`src/rtl/load_arb_pkg.sv`:
```
// Shared types and defaults for the load-unit read-port arbiter.
// Optional feature macro used by this slice: LOAD_ARB_TIMEOUT_EN.
package load_arb_pkg;

    typedef enum logic [1:0] {
        IDLE = 2'd0,
        BUSY = 2'd1,
        RESP = 2'd2
    } arb_state_t;

    localparam int DEF_NUM_REQ = 4;
    localparam int DEF_ADDR_W  = 32;
    localparam int DEF_DATA_W  = 32;

    // Index width, never zero so a 1-bit vector exists even for tiny counts.
    function automatic int load_arb_idx_w(input int n);
        return (n > 1) ? $clog2(n) : 1;
    endfunction

    localparam int DEF_IDX_W = load_arb_idx_w(DEF_NUM_REQ);

endpackage

```
`src/rtl/load_bus_arbiter_if.sv`:
```
// Load-unit and memory-side signal bundle of the arbiter.
// timeout_err exists only when LOAD_ARB_TIMEOUT_EN is defined.
interface load_bus_arbiter_if #(
    parameter int NUM_REQ = load_arb_pkg::DEF_NUM_REQ,
    parameter int ADDR_W  = load_arb_pkg::DEF_ADDR_W,
    parameter int DATA_W  = load_arb_pkg::DEF_DATA_W
);
    logic [NUM_REQ-1:0]        req;
    logic [NUM_REQ*ADDR_W-1:0] req_addr;
    logic [NUM_REQ-1:0]        data_ready;
    logic [DATA_W-1:0]         rd_data;
    logic                      mem_req;
    logic [ADDR_W-1:0]         mem_addr;
    logic                      mem_ack;
    logic [DATA_W-1:0]         mem_rdata;
    logic                      arb_busy;
`ifdef LOAD_ARB_TIMEOUT_EN
    logic                      timeout_err;
`endif

    modport master (
        input  req, req_addr, mem_ack, mem_rdata,
        output data_ready, rd_data, mem_req, mem_addr, arb_busy
`ifdef LOAD_ARB_TIMEOUT_EN
        , output timeout_err
`endif
    );

    modport slave (
        output req, req_addr, mem_ack, mem_rdata,
        input  data_ready, rd_data, mem_req, mem_addr, arb_busy
`ifdef LOAD_ARB_TIMEOUT_EN
        , input timeout_err
`endif
    );

endinterface

```
`src/rtl/load_bus_arbiter_rr_pick.sv`:
```
// Combinational round-robin pick: first set request at or after rr_ptr, wrapping.
module rr_pick #(
    parameter int NUM_REQ = 4,
    parameter int IDX_W   = 2
) (
    input  logic [NUM_REQ-1:0] req,
    input  logic [IDX_W-1:0]   rr_ptr,
    output logic               gnt_valid,
    output logic [IDX_W-1:0]   gnt_idx
);

    localparam logic [IDX_W-1:0] LAST_IDX = IDX_W'(NUM_REQ - 1);

    logic [IDX_W-1:0] cand_s;

    // Walk candidates from rr_ptr upward, wrapping by compare rather than modulo.
    always_comb begin
        gnt_valid = 1'b0;
        gnt_idx   = {IDX_W{1'b0}};
        cand_s    = rr_ptr;
        for (int i = 0; i < NUM_REQ; i++) begin
            if (!gnt_valid && req[cand_s]) begin
                gnt_valid = 1'b1;
                gnt_idx   = cand_s;
            end else begin
                gnt_valid = gnt_valid;
            end
            if (cand_s == LAST_IDX) begin
                cand_s = {IDX_W{1'b0}};
            end else begin
                cand_s = cand_s + IDX_W'(1);
            end
        end
    end

endmodule

```
`src/rtl/load_bus_arbiter.sv`:
```
// Round-robin arbiter sharing one memory read port among NUM_REQ load units.
// Define LOAD_ARB_TIMEOUT_EN to abort reads that see no mem_ack within TIMEOUT_CYCLES.
module load_bus_arbiter
    import load_arb_pkg::*;
#(
    parameter int NUM_REQ        = DEF_NUM_REQ,
    parameter int ADDR_W         = DEF_ADDR_W,
    parameter int DATA_W         = DEF_DATA_W,
    parameter int TIMEOUT_CYCLES = 255
) (
    input  logic             clk,
    input  logic             rst_n,
    load_bus_arbiter_if.master bus
);

    localparam int               IDX_W    = load_arb_idx_w(NUM_REQ);
    localparam logic [IDX_W-1:0] LAST_IDX = IDX_W'(NUM_REQ - 1);

    generate
        if (NUM_REQ < 2 || NUM_REQ > 8 || TIMEOUT_CYCLES < 1) begin : g_bad_cfg
            $error("load_bus_arbiter: unsupported NUM_REQ or TIMEOUT_CYCLES");
        end
    endgenerate

    arb_state_t         state_r,      state_s;
    logic [IDX_W-1:0]   grant_r,      grant_s;
    logic [IDX_W-1:0]   rr_ptr_r,     rr_ptr_s;
    logic [ADDR_W-1:0]  mem_addr_r,   mem_addr_s;
    logic               mem_req_r,    mem_req_s;
    logic [NUM_REQ-1:0] data_ready_r, data_ready_s;
    logic [DATA_W-1:0]  rd_data_r,    rd_data_s;
    logic               arb_busy_r,   arb_busy_s;
    logic               gnt_valid_s;
    logic [IDX_W-1:0]   gnt_idx_s;

`ifdef LOAD_ARB_TIMEOUT_EN
    localparam int              CNT_W    = load_arb_idx_w(TIMEOUT_CYCLES);
    localparam logic [CNT_W-1:0] CNT_LAST = CNT_W'(TIMEOUT_CYCLES - 1);

    logic [CNT_W-1:0] cnt_r, cnt_s;
    logic             timeout_err_r, timeout_err_s;
`endif

    rr_pick #(
        .NUM_REQ (NUM_REQ),
        .IDX_W   (IDX_W)
    ) u_rr_pick (
        .req       (bus.req),
        .rr_ptr    (rr_ptr_r),
        .gnt_valid (gnt_valid_s),
        .gnt_idx   (gnt_idx_s)
    );

    // Next-state and next-output logic of the grant/read/respond sequence.
    always_comb begin
        state_s      = state_r;
        grant_s      = grant_r;
        rr_ptr_s     = rr_ptr_r;
        mem_addr_s   = mem_addr_r;
        mem_req_s    = mem_req_r;
        data_ready_s = {NUM_REQ{1'b0}};
        rd_data_s    = rd_data_r;
        arb_busy_s   = arb_busy_r;
`ifdef LOAD_ARB_TIMEOUT_EN
        cnt_s         = cnt_r;
        timeout_err_s = 1'b0;
`endif
        case (state_r)
            IDLE: begin
                if (gnt_valid_s) begin
                    grant_s    = gnt_idx_s;
                    mem_addr_s = bus.req_addr[int'(gnt_idx_s)*ADDR_W +: ADDR_W];
                    mem_req_s  = 1'b1;
                    arb_busy_s = 1'b1;
                    state_s    = BUSY;
`ifdef LOAD_ARB_TIMEOUT_EN
                    cnt_s      = {CNT_W{1'b0}};
`endif
                end else begin
                    state_s = IDLE;
                end
            end
            BUSY: begin
                // An ack in the last counted cycle takes priority over the timeout.
                if (bus.mem_ack) begin
                    rd_data_s             = bus.mem_rdata;
                    mem_req_s             = 1'b0;
                    data_ready_s[grant_r] = 1'b1;
                    state_s               = RESP;
`ifdef LOAD_ARB_TIMEOUT_EN
                end else if (cnt_r == CNT_LAST) begin
                    rd_data_s             = {DATA_W{1'b0}};
                    mem_req_s             = 1'b0;
                    data_ready_s[grant_r] = 1'b1;
                    timeout_err_s         = 1'b1;
                    state_s               = RESP;
                end else begin
                    cnt_s = cnt_r + CNT_W'(1);
                end
`else
                end else begin
                    state_s = BUSY;
                end
`endif
            end
            RESP: begin
                if (grant_r == LAST_IDX) begin
                    rr_ptr_s = {IDX_W{1'b0}};
                end else begin
                    rr_ptr_s = grant_r + IDX_W'(1);
                end
                arb_busy_s = 1'b0;
                state_s    = IDLE;
            end
            default: begin
                mem_req_s  = 1'b0;
                arb_busy_s = 1'b0;
                state_s    = IDLE;
            end
        endcase
    end

    // State and registered-output flops; reset abandons any read in flight.
    always_ff @(posedge clk or negedge rst_n) begin
        if (!rst_n) begin
            state_r      <= IDLE;
            grant_r      <= {IDX_W{1'b0}};
            rr_ptr_r     <= {IDX_W{1'b0}};
            mem_addr_r   <= {ADDR_W{1'b0}};
            mem_req_r    <= 1'b0;
            data_ready_r <= {NUM_REQ{1'b0}};
            rd_data_r    <= {DATA_W{1'b0}};
            arb_busy_r   <= 1'b0;
`ifdef LOAD_ARB_TIMEOUT_EN
            cnt_r         <= {CNT_W{1'b0}};
            timeout_err_r <= 1'b0;
`endif
        end else begin
            state_r      <= state_s;
            grant_r      <= grant_s;
            rr_ptr_r     <= rr_ptr_s;
            mem_addr_r   <= mem_addr_s;
            mem_req_r    <= mem_req_s;
            data_ready_r <= data_ready_s;
            rd_data_r    <= rd_data_s;
            arb_busy_r   <= arb_busy_s;
`ifdef LOAD_ARB_TIMEOUT_EN
            cnt_r         <= cnt_s;
            timeout_err_r <= timeout_err_s;
`endif
        end
    end

    assign bus.data_ready = data_ready_r;
    assign bus.rd_data    = rd_data_r;
    assign bus.mem_req    = mem_req_r;
    assign bus.mem_addr   = mem_addr_r;
    assign bus.arb_busy   = arb_busy_r;
`ifdef LOAD_ARB_TIMEOUT_EN
    assign bus.timeout_err = timeout_err_r;
`endif

endmodule

```
`src/flat_wrapper.sv`:
```
// flat-port wrapper written by rule: the top's interface ports become plain ports
module load_bus_arbiter_flat import load_arb_pkg::*;
#(
    parameter int NUM_REQ        = DEF_NUM_REQ,
    parameter int ADDR_W         = DEF_ADDR_W,
    parameter int DATA_W         = DEF_DATA_W,
    parameter int TIMEOUT_CYCLES = 255
)
  (clk, rst_n, bus_req, bus_req_addr, bus_mem_ack, bus_mem_rdata, bus_data_ready, bus_rd_data, bus_mem_req, bus_mem_addr, bus_arb_busy);
  load_bus_arbiter_if #(.NUM_REQ(NUM_REQ), .ADDR_W(ADDR_W), .DATA_W(DATA_W)) bus_i ();
  input  logic clk;
  input  logic rst_n;
  input wire logic [$bits(bus_i.req)-1:0] bus_req;
  input wire logic [$bits(bus_i.req_addr)-1:0] bus_req_addr;
  input wire logic [$bits(bus_i.mem_ack)-1:0] bus_mem_ack;
  input wire logic [$bits(bus_i.mem_rdata)-1:0] bus_mem_rdata;
  output wire logic [$bits(bus_i.data_ready)-1:0] bus_data_ready;
  output wire logic [$bits(bus_i.rd_data)-1:0] bus_rd_data;
  output wire logic [$bits(bus_i.mem_req)-1:0] bus_mem_req;
  output wire logic [$bits(bus_i.mem_addr)-1:0] bus_mem_addr;
  output wire logic [$bits(bus_i.arb_busy)-1:0] bus_arb_busy;
  assign bus_i.req = bus_req;
  assign bus_i.req_addr = bus_req_addr;
  assign bus_i.mem_ack = bus_mem_ack;
  assign bus_i.mem_rdata = bus_mem_rdata;
  assign bus_data_ready = bus_i.data_ready;
  assign bus_rd_data = bus_i.rd_data;
  assign bus_mem_req = bus_i.mem_req;
  assign bus_mem_addr = bus_i.mem_addr;
  assign bus_arb_busy = bus_i.arb_busy;
  load_bus_arbiter #(.NUM_REQ(NUM_REQ), .ADDR_W(ADDR_W), .DATA_W(DATA_W), .TIMEOUT_CYCLES(TIMEOUT_CYCLES)) u_core (.clk(clk), .rst_n(rst_n), .bus(bus_i));
endmodule
```
`config.mk`:
```
export PLATFORM = sky130hd
export DESIGN_NAME = load_bus_arbiter_flat
export DESIGN_NICKNAME = d
export VERILOG_FILES = /design/src/rtl/load_arb_pkg.sv /design/src/rtl/load_bus_arbiter_if.sv /design/src/rtl/load_bus_arbiter_rr_pick.sv /design/src/rtl/load_bus_arbiter.sv /design/src/flat_wrapper.sv
export SDC_FILE = /design/constraint.sdc
export NUM_CORES = 1
export LEC_CHECK = 0
export BUFFER_PORTS_ARGS = -buffer_cell sky130_fd_sc_hd__buf_2
export CORE_MARGIN = 1.5
export CORE_UTILIZATION = 40
export DETAILED_ROUTE_END_ITERATION = 10
export PLACE_DENSITY = 0.74
export SYNTH_ARGS = -nofsm -noshare
export SYNTH_HDL_FRONTEND = slang
export SYNTH_SLANG_ARGS = --single-unit
```
`constraint.sdc`:
```
create_clock -name clk -period 3.6 [get_ports clk]
set_clock_uncertainty 0.15 [all_clocks]
set_input_delay 0.54 -clock clk [delete_from_list [all_inputs] [get_ports clk]]
set_output_delay 0.54 -clock clk [all_outputs]
set_load 0.005 [all_outputs]
```
==> qor.csv <==
metric,value,unit
outcome,completed,
library cells used by synthesis,43,
placed instance count,796,
CTS sink cnt,76,
clock root buffer master,sky130_fd_sc_hd__clkbuf_8,
htree depth,3,
number of synthesized register bits,76,
largest buffer count on any clock path,2,
power density of the placed cells,910,nW/um^2
DP Worst Slack,309,ps
TritonCTS clock tree,yes,
maximum number of pins on one net before global-route repair,77,
end of the critical path,u_core.bus.mem_addr[25],
core area,10200,sq um
nature of the critical path startpoint,flop,
crit path max-delay cell type,sky130_fd_sc_hd__dfrtp_1,
Final Hold Viols,0,
final core utilization,55.4,%
all-layer global routing usage,23.1,%
cts repair resizes,0,
Placer Congestion,0.907,
final max-slew violation count,0,
worst hold-check path type,in2async,
standard-cell rows,37,
number of buffers inserted to repair setup after CTS,0,
count of flip-flops with a built-in enable after synthesis,0,
TritonCTS Buffers,9,
worst setup path start,u_core.rr_ptr_r[1],
DRC violations left,0,
final-layout worst hold slack,208,ps
global-route wire length before repair,20.0,mm
Routed WL per cell,15.7,um
Clock Latency Late Sink,340,ps
Fillers,936,
fin crit share,92.6,%
total wire length,12.8,mm
max-cap check violation count,0,
net switching share of the total power,43.7,%
via count,4208,
cell internal pwr,2.91,mW
final standard cell count with taps included and fillers excluded,814,
area grow syn2layout,36.2,%
DRT antenna net count,0,
average size of a mapped cell,9.38,sq um
unrepaired setup endpoints after global routing,false,
Placed Instance Area,5470,sq um
Final nets,843,
sequential power share,29.3,%
floorplan die height,105,um
Peak VDD IR,0.000425,V
HPWL after detailed placement,9.67,mm
routed vias/inst,5.17,
Horiz. Die Dim,105,um
share of final-layout standard cells stronger than drive strength 1,41.9,%
critical path endpoint category,flop,
"Warnings, synthesis",0,
clock transition time at the flip-flop clock pins of the worst setup and hold paths,80,ps
DIE AREA,11000,sq um
drt pass-1 iters,4,
Worst Path Required,3680,ps
sw power,2.25,mW
pin slew with the least headroom to its limit,954,ps
reg-to-reg startpoint,u_core.rr_ptr_r[1],
antenna violations before repair,2,
total of hold buffers inserted after clock tree synthesis,0,
R2R setup slack,270,ps
post-synthesis cell area,4160,sq um
most used flip-flop cell after synthesis,sky130_fd_sc_hd__dfrtp_1,
largest fanout of any net on the critical path,21,
Initial DRC Count,284,
clock network power share,12.3,%
share of total power in combinational logic,58.5,%
effective utilization at floorplan,40.7,%
proportion of register bits with asynchronous set or reset after synthesis,100,%
FMAX,300,MHz
sum of overflow across all layers after global routing,0,
final setup slack of the worst path,266,ps
share of synthesized area occupied by flip-flops and latches,45.7,%
"Data arrival, critical path",3410,ps
worst reg-to-reg path cell count,9,
vias in the first global route,4113,
number of setup violations in the final report,0,
biggest cell delay along the critical path,570,ps
most frequent cell on the critical path,sky130_fd_sc_hd__mux2i_1,
Tot Pwr,5.16,mW
I/O pin count,237,
static leakage,2.96,nW
worst r2r dst,u_core.bus.mem_addr[25],
worst relative slew slack,36.4,%
total negative slack for setup checks,0,ps
"final std cell area, no fill",5670,sq um
cell-by-cell trace of the critical path,"ha_1, buf_4, mux2i_1, mux2i_1, o221ai_1, a31o_2, nor2_8, mux2_2, a221o_1",
minimum clock period after layout,3330,ps
type of the worst setup path,reg2reg,
total nets after synthesis,616,
Post-Synthesis Cells,444,
input/output buffers,236,
==> metal layers <==
metal	track usage, %	share of wire, %	vias to the layer above
met2	38.8	48	205
met3	6.92	7.9	20
li1	-	-	2036
met1	27.8	42	1947
met4	8.51	2.3	0
met5	0	0	-
==> area by class of cell <==
type	instances	area [sq um]	area share, %
multi-input combinational	329	2080	36.8
sequential	76	1900	33.5
timing repair buffer	249	1290	22.8
tap	136	170	3.00
clock buffer	10	128	2.25
clock inverter	6	65.1	1.15
inverter	6	22.5	0.397
antenna	2	5.00	0.0883
==> cells in the mapped netlist (2+ instances only) <==
| library cell | count | area share, % |
|---|---|---|
| sky130_fd_sc_hd__o21ai_0 | 8 | 0.96 |
| sky130_fd_sc_hd__o21a_1 | 2 | 0.36 |
| sky130_fd_sc_hd__dfrtp_1 | 76 | 46 |
| sky130_fd_sc_hd__nor2_1 | 35 | 3.2 |
| sky130_fd_sc_hd__or2_2 | 3 | 0.45 |
| sky130_fd_sc_hd__and2_1 | 5 | 0.75 |
| sky130_fd_sc_hd__clkbuf_1 | 23 | 2.1 |
| sky130_fd_sc_hd__nand2_1 | 102 | 9.2 |
| sky130_fd_sc_hd__nand3_1 | 7 | 0.84 |
| sky130_fd_sc_hd__a31oi_1 | 2 | 0.30 |
| sky130_fd_sc_hd__a211oi_1 | 57 | 10 |
| sky130_fd_sc_hd__ha_1 | 5 | 1.5 |
| sky130_fd_sc_hd__buf_4 | 4 | 0.72 |
| sky130_fd_sc_hd__nor3_1 | 2 | 0.24 |
| sky130_fd_sc_hd__mux2i_1 | 33 | 7.9 |
| sky130_fd_sc_hd__buf_2 | 3 | 0.36 |
| sky130_fd_sc_hd__a21oi_1 | 7 | 0.84 |
| sky130_fd_sc_hd__o211ai_1 | 2 | 0.36 |
| sky130_fd_sc_hd__a221o_1 | 4 | 0.96 |
| sky130_fd_sc_hd__mux2_2 | 9 | 2.4 |
| sky130_fd_sc_hd__a21boi_0 | 29 | 5.2 |
| sky130_fd_sc_hd__inv_1 | 5 | 0.45 |
==> power by group through the flow <==
stage          Clock, mW  Combinational [mW]  Sequential [mW]
2_1_floorplan          0                2.03             1.53
3_3_place_gp           0                2.96             1.50
3_5_place_dp           0                3.05             1.52
4_1_cts            0.658                3.05             1.51
5_1_grt            0.695                3.34             1.56
6_report           0.633                3.02             1.51
==> state kept, by name, summed over array words and instances (netlist names) <==
register / count
u_core.grant_r: 2
u_core.rr_ptr_r: 2
u_core.bus.data_ready: 4
u_core.bus.rd_data: 32
u_core.state_r: 2
u_core.bus.arb_busy: 1
u_core.bus.mem_addr: 32
u_core.bus.mem_req: 1
==> worst min path at each step <==
stage,slack [ps],endpoint
finish,210,u_core.bus.rd_data[29]
global route,230,u_core.bus.rd_data[31]
detailed placement,310,u_core.bus.rd_data[18]
CTS,220,u_core.bus.rd_data[31]
floorplan,90,u_core.bus.arb_busy
global placement,300,u_core.bus.rd_data[18]
==> worst max-delay path: cells and delay by family (launching register included) <==
kind	cells	cell delay [ps]
AO/OA/AOI/OAI	3	830
adder cells (fa/ha/maj)	1	330
buffers and inverters	1	200
flip-flops	1	570
multiplexers	3	810
AND/OR/NAND/NOR	1	330
==> layout by cell type, fill, tap and decap left out, types with 2 or more instances in the layout <==
master                     count
sky130_fd_sc_hd__diode_2       2
sky130_fd_sc_hd__a21boi_0     29
sky130_fd_sc_hd__or2_2         3
sky130_fd_sc_hd__o21a_1        2
sky130_fd_sc_hd__ha_1          5
sky130_fd_sc_hd__dfrtp_1      76
sky130_fd_sc_hd__nor2_1       34
sky130_fd_sc_hd__and2_1        5
sky130_fd_sc_hd__a211oi_1     57
sky130_fd_sc_hd__clkinv_4      2
sky130_fd_sc_hd__mux2i_1      33
sky130_fd_sc_hd__mux2_2        9
sky130_fd_sc_hd__clkbuf_8      9
sky130_fd_sc_hd__inv_1         5
sky130_fd_sc_hd__a221o_1       4
sky130_fd_sc_hd__a21oi_1       6
sky130_fd_sc_hd__buf_4        13
sky130_fd_sc_hd__nand2_1     102
sky130_fd_sc_hd__buf_2       235
sky130_fd_sc_hd__nor3_1        2
sky130_fd_sc_hd__clkinv_2      2
sky130_fd_sc_hd__nand3_1       7
sky130_fd_sc_hd__o21ai_0       8
sky130_fd_sc_hd__o211ai_1      2
==> logic make-up after synthesis <==
logic type / count (synthesis) / synth area share, %
xor+xnor: 1 / 0.210
flops: 76 / 45.7
buf+inv: 39 / 4.54
mux: 43 / 10.9
fa+ha+maj: 5 / 1.50
compound gates: 120 / 21.2
simple gates: 160 / 16.0
Note: power is estimated with default switching activity, not from simulation.
